File: config.mk
export PLATFORM = sky130hd
export DESIGN_NAME = seq_calculator
export DESIGN_NICKNAME = d
export VERILOG_FILES = /design/src/rtl/calc_pkg.sv /design/src/rtl/calc_mul_iter.sv /design/src/rtl/seq_calculator.sv
export SDC_FILE = /design/constraint.sdc
export NUM_CORES = 1
export LEC_CHECK = 0
export CELL_PAD_IN_SITES_DETAIL_PLACEMENT = 2
export CELL_PAD_IN_SITES_GLOBAL_PLACEMENT = 2
export CORE_MARGIN = 3
export CORE_UTILIZATION = 32
export CTS_BUF_LIST = sky130_fd_sc_hd__clkbuf_8 sky130_fd_sc_hd__clkbuf_16
export DETAILED_ROUTE_END_ITERATION = 16
export PLACE_DENSITY_LB_ADDON = 0.1
export SKIP_LAST_GASP = 1
export SLEW_MARGIN = 20
export SYNTH_ARGS = -nofsm -noshare
export SYNTH_HDL_FRONTEND = slang
export SYNTH_SLANG_ARGS = --single-unit
File: constraint.sdc
create_clock -name clk -period 2.4 [get_ports clk]
set_input_delay 0.72 -clock clk [delete_from_list [all_inputs] [get_ports clk]]
set_output_delay 0.72 -clock clk [all_outputs]
set_load 0.005 [all_outputs]
File: src/rtl/calc_pkg.sv
`default_nettype none
// ============================================================================
// Module   : calc_pkg
// Purpose  : Shared constants for seq_calculator: opcode values, FSM state
//            encodings and bit positions inside the packed status-flag vector.
// Ports    : none (package)
// Config   : CALC_MUL_EN selects whether the MUL state is ever entered.
// Revision : 1.0 - initial release
// ============================================================================
package calc_pkg;

  // Opcodes
  localparam logic [2:0] OP_ADD = 3'b000;
  localparam logic [2:0] OP_SUB = 3'b001;
  localparam logic [2:0] OP_AND = 3'b010;
  localparam logic [2:0] OP_OR  = 3'b011;
  localparam logic [2:0] OP_XOR = 3'b100;
  localparam logic [2:0] OP_SHL = 3'b101;
  localparam logic [2:0] OP_MUL = 3'b110;
  localparam logic [2:0] OP_RSV = 3'b111;

  // FSM state encodings
  localparam logic [1:0] ST_IDLE = 2'd0;
  localparam logic [1:0] ST_EXEC = 2'd1;
  localparam logic [1:0] ST_MUL  = 2'd2;
  localparam logic [1:0] ST_DONE = 2'd3;

  // Bit positions in the packed flag vector
  localparam int FLAG_CARRY = 0;
  localparam int FLAG_OVF   = 1;
  localparam int FLAG_ZERO  = 2;
  localparam int FLAG_ERR   = 3;
  localparam int FLAG_W     = 4;

endpackage
`default_nettype wire

File: src/rtl/calc_mul_iter.sv
`default_nettype none
// ============================================================================
// Module   : calc_mul_iter
// Purpose  : Iterative shift-add multiplier. A start pulse loads a and b; one
//            bit of b is consumed per cycle for WIDTH cycles, after which done
//            is held high until the next start.
// Ports    : clk, rst (async, active-high), start, a, b
//            done, prod_lo (low WIDTH bits), prod_hi_nz (high half nonzero)
// Config   : only compiled when CALC_MUL_EN is defined.
// Revision : 1.0 - initial release
// ============================================================================
`ifdef CALC_MUL_EN
module calc_mul_iter #(
  parameter int WIDTH = 4
) (
  input  logic             clk,
  input  logic             rst,
  input  logic             start,
  input  logic [WIDTH-1:0] a,
  input  logic [WIDTH-1:0] b,
  output logic             done,
  output logic [WIDTH-1:0] prod_lo,
  output logic             prod_hi_nz
);

  localparam int                CNT_W    = $clog2(WIDTH);
  localparam logic [CNT_W-1:0] CNT_LAST = CNT_W'(WIDTH - 1);

  logic [2*WIDTH-1:0] acc_q, acc_d;
  logic [2*WIDTH-1:0] mcand_q, mcand_d;
  logic [WIDTH-1:0]   mplier_q, mplier_d;
  logic [CNT_W-1:0]   cnt_q, cnt_d;
  logic               busy_q, busy_d;
  logic               done_q, done_d;

  always_comb begin
    acc_d    = acc_q;
    mcand_d  = mcand_q;
    mplier_d = mplier_q;
    cnt_d    = cnt_q;
    busy_d   = busy_q;
    done_d   = done_q;
    if (start) begin
      acc_d    = '0;
      mcand_d  = {{WIDTH{1'b0}}, a};
      mplier_d = b;
      cnt_d    = '0;
      busy_d   = 1'b1;
      done_d   = 1'b0;
    end else if (busy_q) begin
      // Multiplicand walks left while the multiplier walks right, so the
      // current LSB of mplier_q always gates the correctly weighted term.
      if (mplier_q[0]) acc_d = acc_q + mcand_q;
      mcand_d  = mcand_q << 1;
      mplier_d = mplier_q >> 1;
      cnt_d    = cnt_q + CNT_W'(1);
      if (cnt_q == CNT_LAST) begin
        busy_d = 1'b0;
        done_d = 1'b1;
      end
    end
  end

  always_ff @(posedge clk or posedge rst) begin
    if (rst) begin
      acc_q    <= '0;
      mcand_q  <= '0;
      mplier_q <= '0;
      cnt_q    <= '0;
      busy_q   <= 1'b0;
      done_q   <= 1'b0;
    end else begin
      acc_q    <= acc_d;
      mcand_q  <= mcand_d;
      mplier_q <= mplier_d;
      cnt_q    <= cnt_d;
      busy_q   <= busy_d;
      done_q   <= done_d;
    end
  end

  assign done       = done_q;
  assign prod_lo    = acc_q[WIDTH-1:0];
  assign prod_hi_nz = |acc_q[2*WIDTH-1:WIDTH];

endmodule
`endif
`default_nettype wire

File: src/rtl/seq_calculator.sv
`default_nettype none
// ============================================================================
// Module   : seq_calculator
// Purpose  : Handshaked sequential calculator. Accepts {a, b, op} over a
//            valid/ready port, computes add/sub/and/or/xor/shl (one EXEC
//            cycle) or an iterative multiply, and presents a registered
//            result plus flags over a valid/ready output port.
// Ports    : clk, rst (async, active-high)
//            in_valid, in_ready, a, b, op       - command port
//            out_valid, out_ready, result,
//            carry, ovf, zero, err              - result port
// Config   : CALC_MUL_EN - instantiates calc_mul_iter and the MUL state;
//            when undefined op 110 is reported as a reserved opcode.
// Revision : 1.0 - initial release
// ============================================================================
module seq_calculator
  import calc_pkg::*;
#(
  parameter int WIDTH = 4
) (
  input  logic             clk,
  input  logic             rst,
  input  logic             in_valid,
  output logic             in_ready,
  input  logic [WIDTH-1:0] a,
  input  logic [WIDTH-1:0] b,
  input  logic [2:0]       op,
  output logic             out_valid,
  input  logic             out_ready,
  output logic [WIDTH-1:0] result,
  output logic             carry,
  output logic             ovf,
  output logic             zero,
  output logic             err
);

  localparam int SH_W = $clog2(WIDTH);

  logic [1:0]        state_q, state_d;
  logic [WIDTH-1:0]  a_q, a_d, b_q, b_d;
  logic [2:0]        op_q, op_d;
  logic [WIDTH-1:0]  result_q, result_d;
  logic [FLAG_W-1:0] flags_q, flags_d;

  logic [WIDTH:0]    sum, diff;
  logic [WIDTH-1:0]  exec_res;
  logic [FLAG_W-1:0] exec_flags;

`ifdef CALC_MUL_EN
  logic             mul_start;
  logic             mul_done;
  logic [WIDTH-1:0] mul_lo;
  logic             mul_hi_nz;

  // Multiplier loads straight from the input port on the accept edge so its
  // first iteration happens in the first MUL cycle.
  assign mul_start = (state_q == ST_IDLE) && in_valid && (op == OP_MUL);

  calc_mul_iter #(.WIDTH(WIDTH)) u_mul (
    .clk        (clk),
    .rst        (rst),
    .start      (mul_start),
    .a          (a),
    .b          (b),
    .done       (mul_done),
    .prod_lo    (mul_lo),
    .prod_hi_nz (mul_hi_nz)
  );
`endif

  // Single-cycle datapath on the captured operands
  always_comb begin
    sum        = {1'b0, a_q} + {1'b0, b_q};
    diff       = {1'b0, a_q} - {1'b0, b_q};
    exec_res   = '0;
    exec_flags = '0;
    case (op_q)
      OP_ADD: begin
        exec_res               = sum[WIDTH-1:0];
        exec_flags[FLAG_CARRY] = sum[WIDTH];
        // Same-sign operands producing an opposite-sign sum
        exec_flags[FLAG_OVF]   = (a_q[WIDTH-1] == b_q[WIDTH-1]) &&
                                 (sum[WIDTH-1] != a_q[WIDTH-1]);
      end
      OP_SUB: begin
        exec_res               = diff[WIDTH-1:0];
        exec_flags[FLAG_CARRY] = diff[WIDTH];  // borrow out == (a < b)
        exec_flags[FLAG_OVF]   = (a_q[WIDTH-1] != b_q[WIDTH-1]) &&
                                 (diff[WIDTH-1] != a_q[WIDTH-1]);
      end
      OP_AND: exec_res = a_q & b_q;
      OP_OR:  exec_res = a_q | b_q;
      OP_XOR: exec_res = a_q ^ b_q;
      OP_SHL: exec_res = a_q << b_q[SH_W-1:0];
      // OP_MUL only reaches EXEC when the multiplier is compiled out
      OP_MUL, OP_RSV: exec_flags[FLAG_ERR] = 1'b1;
    endcase
    exec_flags[FLAG_ZERO] = (exec_res == '0);
  end

  always_comb begin
    state_d  = state_q;
    a_d      = a_q;
    b_d      = b_q;
    op_d     = op_q;
    result_d = result_q;
    flags_d  = flags_q;
    case (state_q)
      ST_IDLE: begin
        if (in_valid) begin
          a_d  = a;
          b_d  = b;
          op_d = op;
`ifdef CALC_MUL_EN
          state_d = (op == OP_MUL) ? ST_MUL : ST_EXEC;
`else
          state_d = ST_EXEC;
`endif
        end
      end
      ST_EXEC: begin
        result_d = exec_res;
        flags_d  = exec_flags;
        state_d  = ST_DONE;
      end
`ifdef CALC_MUL_EN
      ST_MUL: begin
        if (mul_done) begin
          result_d              = mul_lo;
          flags_d               = '0;
          flags_d[FLAG_CARRY]   = mul_hi_nz;
          flags_d[FLAG_ZERO]    = (mul_lo == '0);
          state_d               = ST_DONE;
        end
      end
`endif
      ST_DONE: begin
        if (out_ready) state_d = ST_IDLE;
      end
      default: state_d = ST_IDLE;
    endcase
  end

  always_ff @(posedge clk or posedge rst) begin
    if (rst) begin
      state_q  <= ST_IDLE;
      a_q      <= '0;
      b_q      <= '0;
      op_q     <= OP_ADD;
      result_q <= '0;
      flags_q  <= '0;
    end else begin
      state_q  <= state_d;
      a_q      <= a_d;
      b_q      <= b_d;
      op_q     <= op_d;
      result_q <= result_d;
      flags_q  <= flags_d;
    end
  end

  assign in_ready  = (state_q == ST_IDLE);
  assign out_valid = (state_q == ST_DONE);
  assign result    = result_q;
  assign carry     = flags_q[FLAG_CARRY];
  assign ovf       = flags_q[FLAG_OVF];
  assign zero      = flags_q[FLAG_ZERO];
  assign err       = flags_q[FLAG_ERR];

endmodule
`default_nettype wire

# After elaboration in Yosys (flattened, before gate mapping)
# Cells that the tools add are included.
dict set report word_totals {
  output_inout_bits 10
  latch_bits 0
  rom_bits 0
  memories 0
  ff_bits 21
  ramBits 0
}
dict set report classes {
  addsub 2
  mul 0
  n_reduce_logical 8
  n_mux 6
  magnitude_cmp 0
  eq_ne 15
  n_div 0
  bitwise 3
  shifts 1
}
# cell n
set ops {}
lappend ops {{4-bit one-hot mux with 6 select lines} 1}
lappend ops {{3-bit == test (second input constant)} 4}
lappend ops {{3-bit by 2-bit == test with 1-bit output (second input constant)} 2}
lappend ops {{2-bit one-hot mux with 3 select lines} 1}
lappend ops {{4-bit by 4-bit adder with 5-bit output} 1}
lappend ops {{4-bit by 4-bit subtractor with 5-bit output} 1}
lappend ops {{4-bit AND} 1}
lappend ops {{4-bit logical NOT} 1}
lappend ops {{2-bit 2-to-1 mux} 2}
lappend ops {{4-bit bitwise OR} 1}
lappend ops {{2-bit one-hot mux with 2 select lines} 1}
lappend ops {{2-bit AND reduction} 2}
lappend ops {{4-bit by 2-bit << shifter with 4-bit output} 1}
lappend ops {{4-bit bitwise XOR} 1}
lappend ops {{3-bit by 1-bit == test with 1-bit output (second input constant)} 1}
lappend ops {{3-bit logical NOT} 1}
lappend ops {{1-bit inequality test} 3}
lappend ops {{2-bit by 1-bit == test with 1-bit output (second input constant)} 1}
lappend ops {{2-bit == test (second input constant)} 1}
lappend ops {{1-bit logical AND} 2}
lappend ops {{2-bit logical NOT} 1}
lappend ops {{2-bit by 1-bit inequality test with 1-bit output (second input constant)} 1}
lappend ops {{2-bit inequality test (second input constant)} 1}
lappend ops {{2-bit OR reduction} 1}
lappend ops {{other kinds (2)} 2}

# Depth between registers and ports, before layout
dict set report depth {
  word_depth 4
  ltp_mapped 9
}

# Worst setup path before layout
# No wires, ideal clock.
dict set report synth_path {
  path_kind {reg-to-reg}
  start {reg a_q[1]}
  end {reg flags_q[2]}
  slack_ns 0.444
  path_stages_with_launch 8
  setup_time_ns 0.103
  t_arrival_ns 1.852
  required_time_ns 2.297
  cell_sequence {dfrtp_1 -> inv_1 -> ha_1 -> a21o_1 -> a211oi_1 -> a2111o_1 -> o221ai_2 -> o41ai_2}
}
dict set report synth_between {
  elab_chain_cells 3
  word_cells_on_any_way 8
}
# item line
set synth_lines {}
lappend synth_lines {{from (decl)} seq_calculator.sv:40} ;# logic [WIDTH-1:0] a_q, a_d, b_q, b_d;
lappend synth_lines {{from (signal assigned)} seq_calculator.sv:147} ;# a_q <= '0;
lappend synth_lines {{from (signal assigned)} seq_calculator.sv:154} ;# a_q <= a_d;
lappend synth_lines {{4-bit by 4-bit subtractor with 5-bit output (tied with other cells)} seq_calculator.sv:74} ;# diff = {1'b0, a_q} - {1'b0, b_q};
lappend synth_lines {{4-bit one-hot mux with 6 select lines *} seq_calculator.sv:77} ;# case (op_q)
lappend synth_lines {{4-bit logical NOT *} seq_calculator.sv:98} ;# exec_flags[FLAG_ZERO] = (exec_res == '0);
lappend synth_lines {{to (signal assigned)} seq_calculator.sv:158} ;# flags_q <= flags_d;
lappend synth_lines {{to (decl)} seq_calculator.sv:43} ;# logic [FLAG_W-1:0] flags_q, flags_d;
# Mark *: on every way between the ends. The rest lies on a longest branch, timed or not.
# A chain may end at the register's enable or synchronous reset.

# Worst setup path in the final report
dict set report layout_path {
  start {reg a_q[0]}
  end {reg result_q[1] (netlist: result[1])}
}
dict set report layout_between {
  elab_chain_cells 2
  word_cells_on_any_way 4
}
# item line
set layout_lines {}
lappend layout_lines {{4-bit by 4-bit subtractor with 5-bit output (tied with other cells)} seq_calculator.sv:74}
lappend layout_lines {{4-bit one-hot mux with 6 select lines *} seq_calculator.sv:77}
lappend layout_lines {{to (signal assigned)} seq_calculator.sv:157} ;# result_q <= result_d;
lappend layout_lines {{to (decl)} seq_calculator.sv:42} ;# logic [WIDTH-1:0] result_q, result_d;
# Marks and branches as above.

==> results.toml <==
[run]
cap_violations = 0

[timing]
finalHoldViolCount = 0
max_slew_margin_pct = 59.9
finalWorstSetupSlack_ns = 0.192
setup_viol = 0
finalCritPeriodShare_pct = 92.0
finalMaxSlewViolations = 0
rsz0062_at_grt = "false"
max_freq_mhz = 453
fin_worst_skew_ns = 0.00103
finalCriticalPeriod_ns = 2.21
hold_slack_ns = 0.500
tightestPinTransition_ns = 0.601
setup_tns_ns = 0

[power]
p_int_mw = 1.42
power_frac_seq_pct = 29.0
power.leakage_nw = 0.785
ir_drop_v = 0.000577
combinationalPowerShare_pct = 61.7
power.share.clock_pct = 9.3
finalPower_mw = 2.65
p_switching_mw = 1.24
switching_share_pct = 46.6
power_density_mw_per_mm2 = 1490

[detailed_routing]
drc = 0
wl_mm = 3.99
drtAntennaViolNets = 0
drt_pass1_iterations = 4
post_drt_wl_per_cell_um = 17.5
vias_per_cell = 5.26
via_count = 1199
drt_iter0_markers = 39

[cells_and_area]
layout_common_cells = "clkdlybuf4s50_1 (24), nand2_1 (20), dfrtp_1 (20)"
drive_gt1_share_pct = 10.7
finalCoreUtilization_pct = 43.0
n_antenna_cell = 0
layoutNonFillerInstCount = 228
fillers = 464
final_cell_area_mm2 = 0.00178
layout.nets = 209
layout_commonest_cell = "clkdlybuf4s50_1"
syn_to_final_growth_pct = 24.8

[hold_path]
hp-start = "flags_q[3]$_DFFE_PP0P_"
hp-class = "reg -> reg"
whs_endpoint = "flags_q[3]$_DFFE_PP0P_"
holdPathStages = 2

[floorplanning]
die-area_mm2 = 0.00530
rows = 23
fp.dieH_um = 72.8
fp.coreArea_mm2 = 0.00414
pin_count = 25
start_util_pct = 34.5
die_w_um = 72.8

[placement]
place_ws_ns = 0.104
io_buffer_count = 24
hpwl_mm = 3.13
placed_area_mm2 = 0.00173
gp_congestion = 0.854
dp.cells = 224

[setup_path]
reg2reg_from = "a_q[0]$_DFFE_PP0P_"
cp_slowest_cell = "dfrtp_1"
path_cells = "inv_1 > ha_1 > inv_1 > fa_1 > nor2_1 > a21oi_1 > a21oi_1 > o221ai_1 > mux2_2"
worstSetupStartpoint = "a_q[0]$_DFFE_PP0P_"
max_stage_delay_ns = 0.43
start_kind = "flop"
rrSetupSlack_ns = 0.19
r2r_cells = 9
path_class = "reg -> reg"
path_max_fanout = 5
r2r_end = "result[1]$_DFFE_PP0P_"
crit_arrival_ns = 2.36
crit_required_ns = 2.56
crit_path_end_kind = "flop"

[synth]
synth_edf_count = 0
synth_top_flop_cell = "dfrtp_1"
synth_top_area_share_pct = 36.8
yosys_warnings = 0
synth_seq_cells = 21
synth.avg_cell_area_um2 = 9.33
yosysUniqueCellTypes = 40
synth_nets = 183
yosysTopAreaCell = "dfrtp_1"
netlist_area_mm2 = 0.00143
synth_cells = 153
ys_seq_area_share_pct = 36.8
synthArstFlopShare_pct = 100
netlist_top_cells_area = "dfrtp_1 (37%), ha_1 (11%), nand2_1 (5.3%)"

[grt]
grt_max_degree = 22
grt_pass1_vias = 1351
track_usage_pct = 16.5
grt_pass1_wl_mm = 6.62
antenna_found_initial = 0
grt-ovfl-total = 0

[cts]
numCtsBuffers = 3
hold_buffers = 0
h-tree-depth = 1
clock-root-buffer = "clkbuf_8"
clock-sinks = 21
clk_latency_ns = 0.27
cts_tree = "yes"
clk_pin_slew_ns = 0.08
clockBufferDepth = 2

[status]
status = "complete, no violations"
==> layout make-up <==
cell class	count	area [µm²]	area share, %
Tap cell	50	62.6	3.51
Multi-Input combinational cell	110	825	46.3
Clock buffer	3	41.3	2.32
Timing Repair Buffer	27	263	14.7
Sequential cell	21	527	29.6
Clock inverter	1	3.75	0.211
Inverter	16	60.1	3.37
==> routing by layer <==
layer  GRT usage, %  part of all wire (%)
met5              0                     0
met4           4.92                   1.7
met3           3.58                   2.7
met2           29.7                    52
met1           19.6                    44
==> synth_stat cells (all sizes together), types with 3 or more instances <==
master	instances
dfrtp	21
nand2	20
inv	16
o21ai	15
ha	13
nor2	9
a21oi	7
mux2	6
clkbuf	5
o21bai	3
==> power by group through the flow <==
stage | logic, mW | registers, mW | clock network [mW]
after detailed placement | 1.63 | 0.772 | 0
after floorplan | 1.17 | 0.655 | 0
after global routing | 1.84 | 0.806 | 0.271
final | 1.64 | 0.770 | 0.245
after global placement | 1.54 | 0.759 | 0
after CTS | 1.66 | 0.765 | 0.253
==> worst max-delay path by stage <==
stage                                   endpoint  slack [ns]  depth (start not counted)
after floorplan           flags_q[2]$_DFFE_PP0P_        0.44                          7
after global placement    flags_q[2]$_DFFE_PP0P_        0.12                          7
after detailed placement  flags_q[2]$_DFFE_PP0P_        0.10                          7
after CTS                 flags_q[2]$_DFFE_PP0P_        0.06                          7
after global routing      flags_q[2]$_DFFE_PP0P_        0.01                          8
final                      result[1]$_DFFE_PP0P_        0.19                          9
==> logic make-up after synthesis <==
kind of cell | after synthesis | synth area share [%]
simple gates | 40 | 12.6
buf+inv | 22 | 5.78
mux | 9 | 7.71
xor+xnor | 3 | 1.84
compound gates | 43 | 21.0
flops | 21 | 36.8
fa+ha+maj | 15 | 14.2
==> flip-flops by register name, summed over array words and instances (netlist names) <==
name / cells
result: 4
a_q: 4
flags_q: 4
state_q: 2
b_q: 4
op_q: 3
==> critical path: cells and delay by family, from the launching register on <==
family                   cells  cell delay (ns)
multiplexers                 1             0.33
AO/OA/AOI/OAI                3             0.42
flip-flops                   1             0.43
buffers and inverters        2             0.19
adder cells (fa/ha/maj)      2             0.61
AND/OR/NAND/NOR              1             0.12
==> what timing repair did <==
action | 4_1_cts | 5_1_grt
buffers inserted | 0 | 0
endpoints found under the setup margin | 0 | 2
resized for setup | 0 | 3
(Power assumes the default switching activity.)
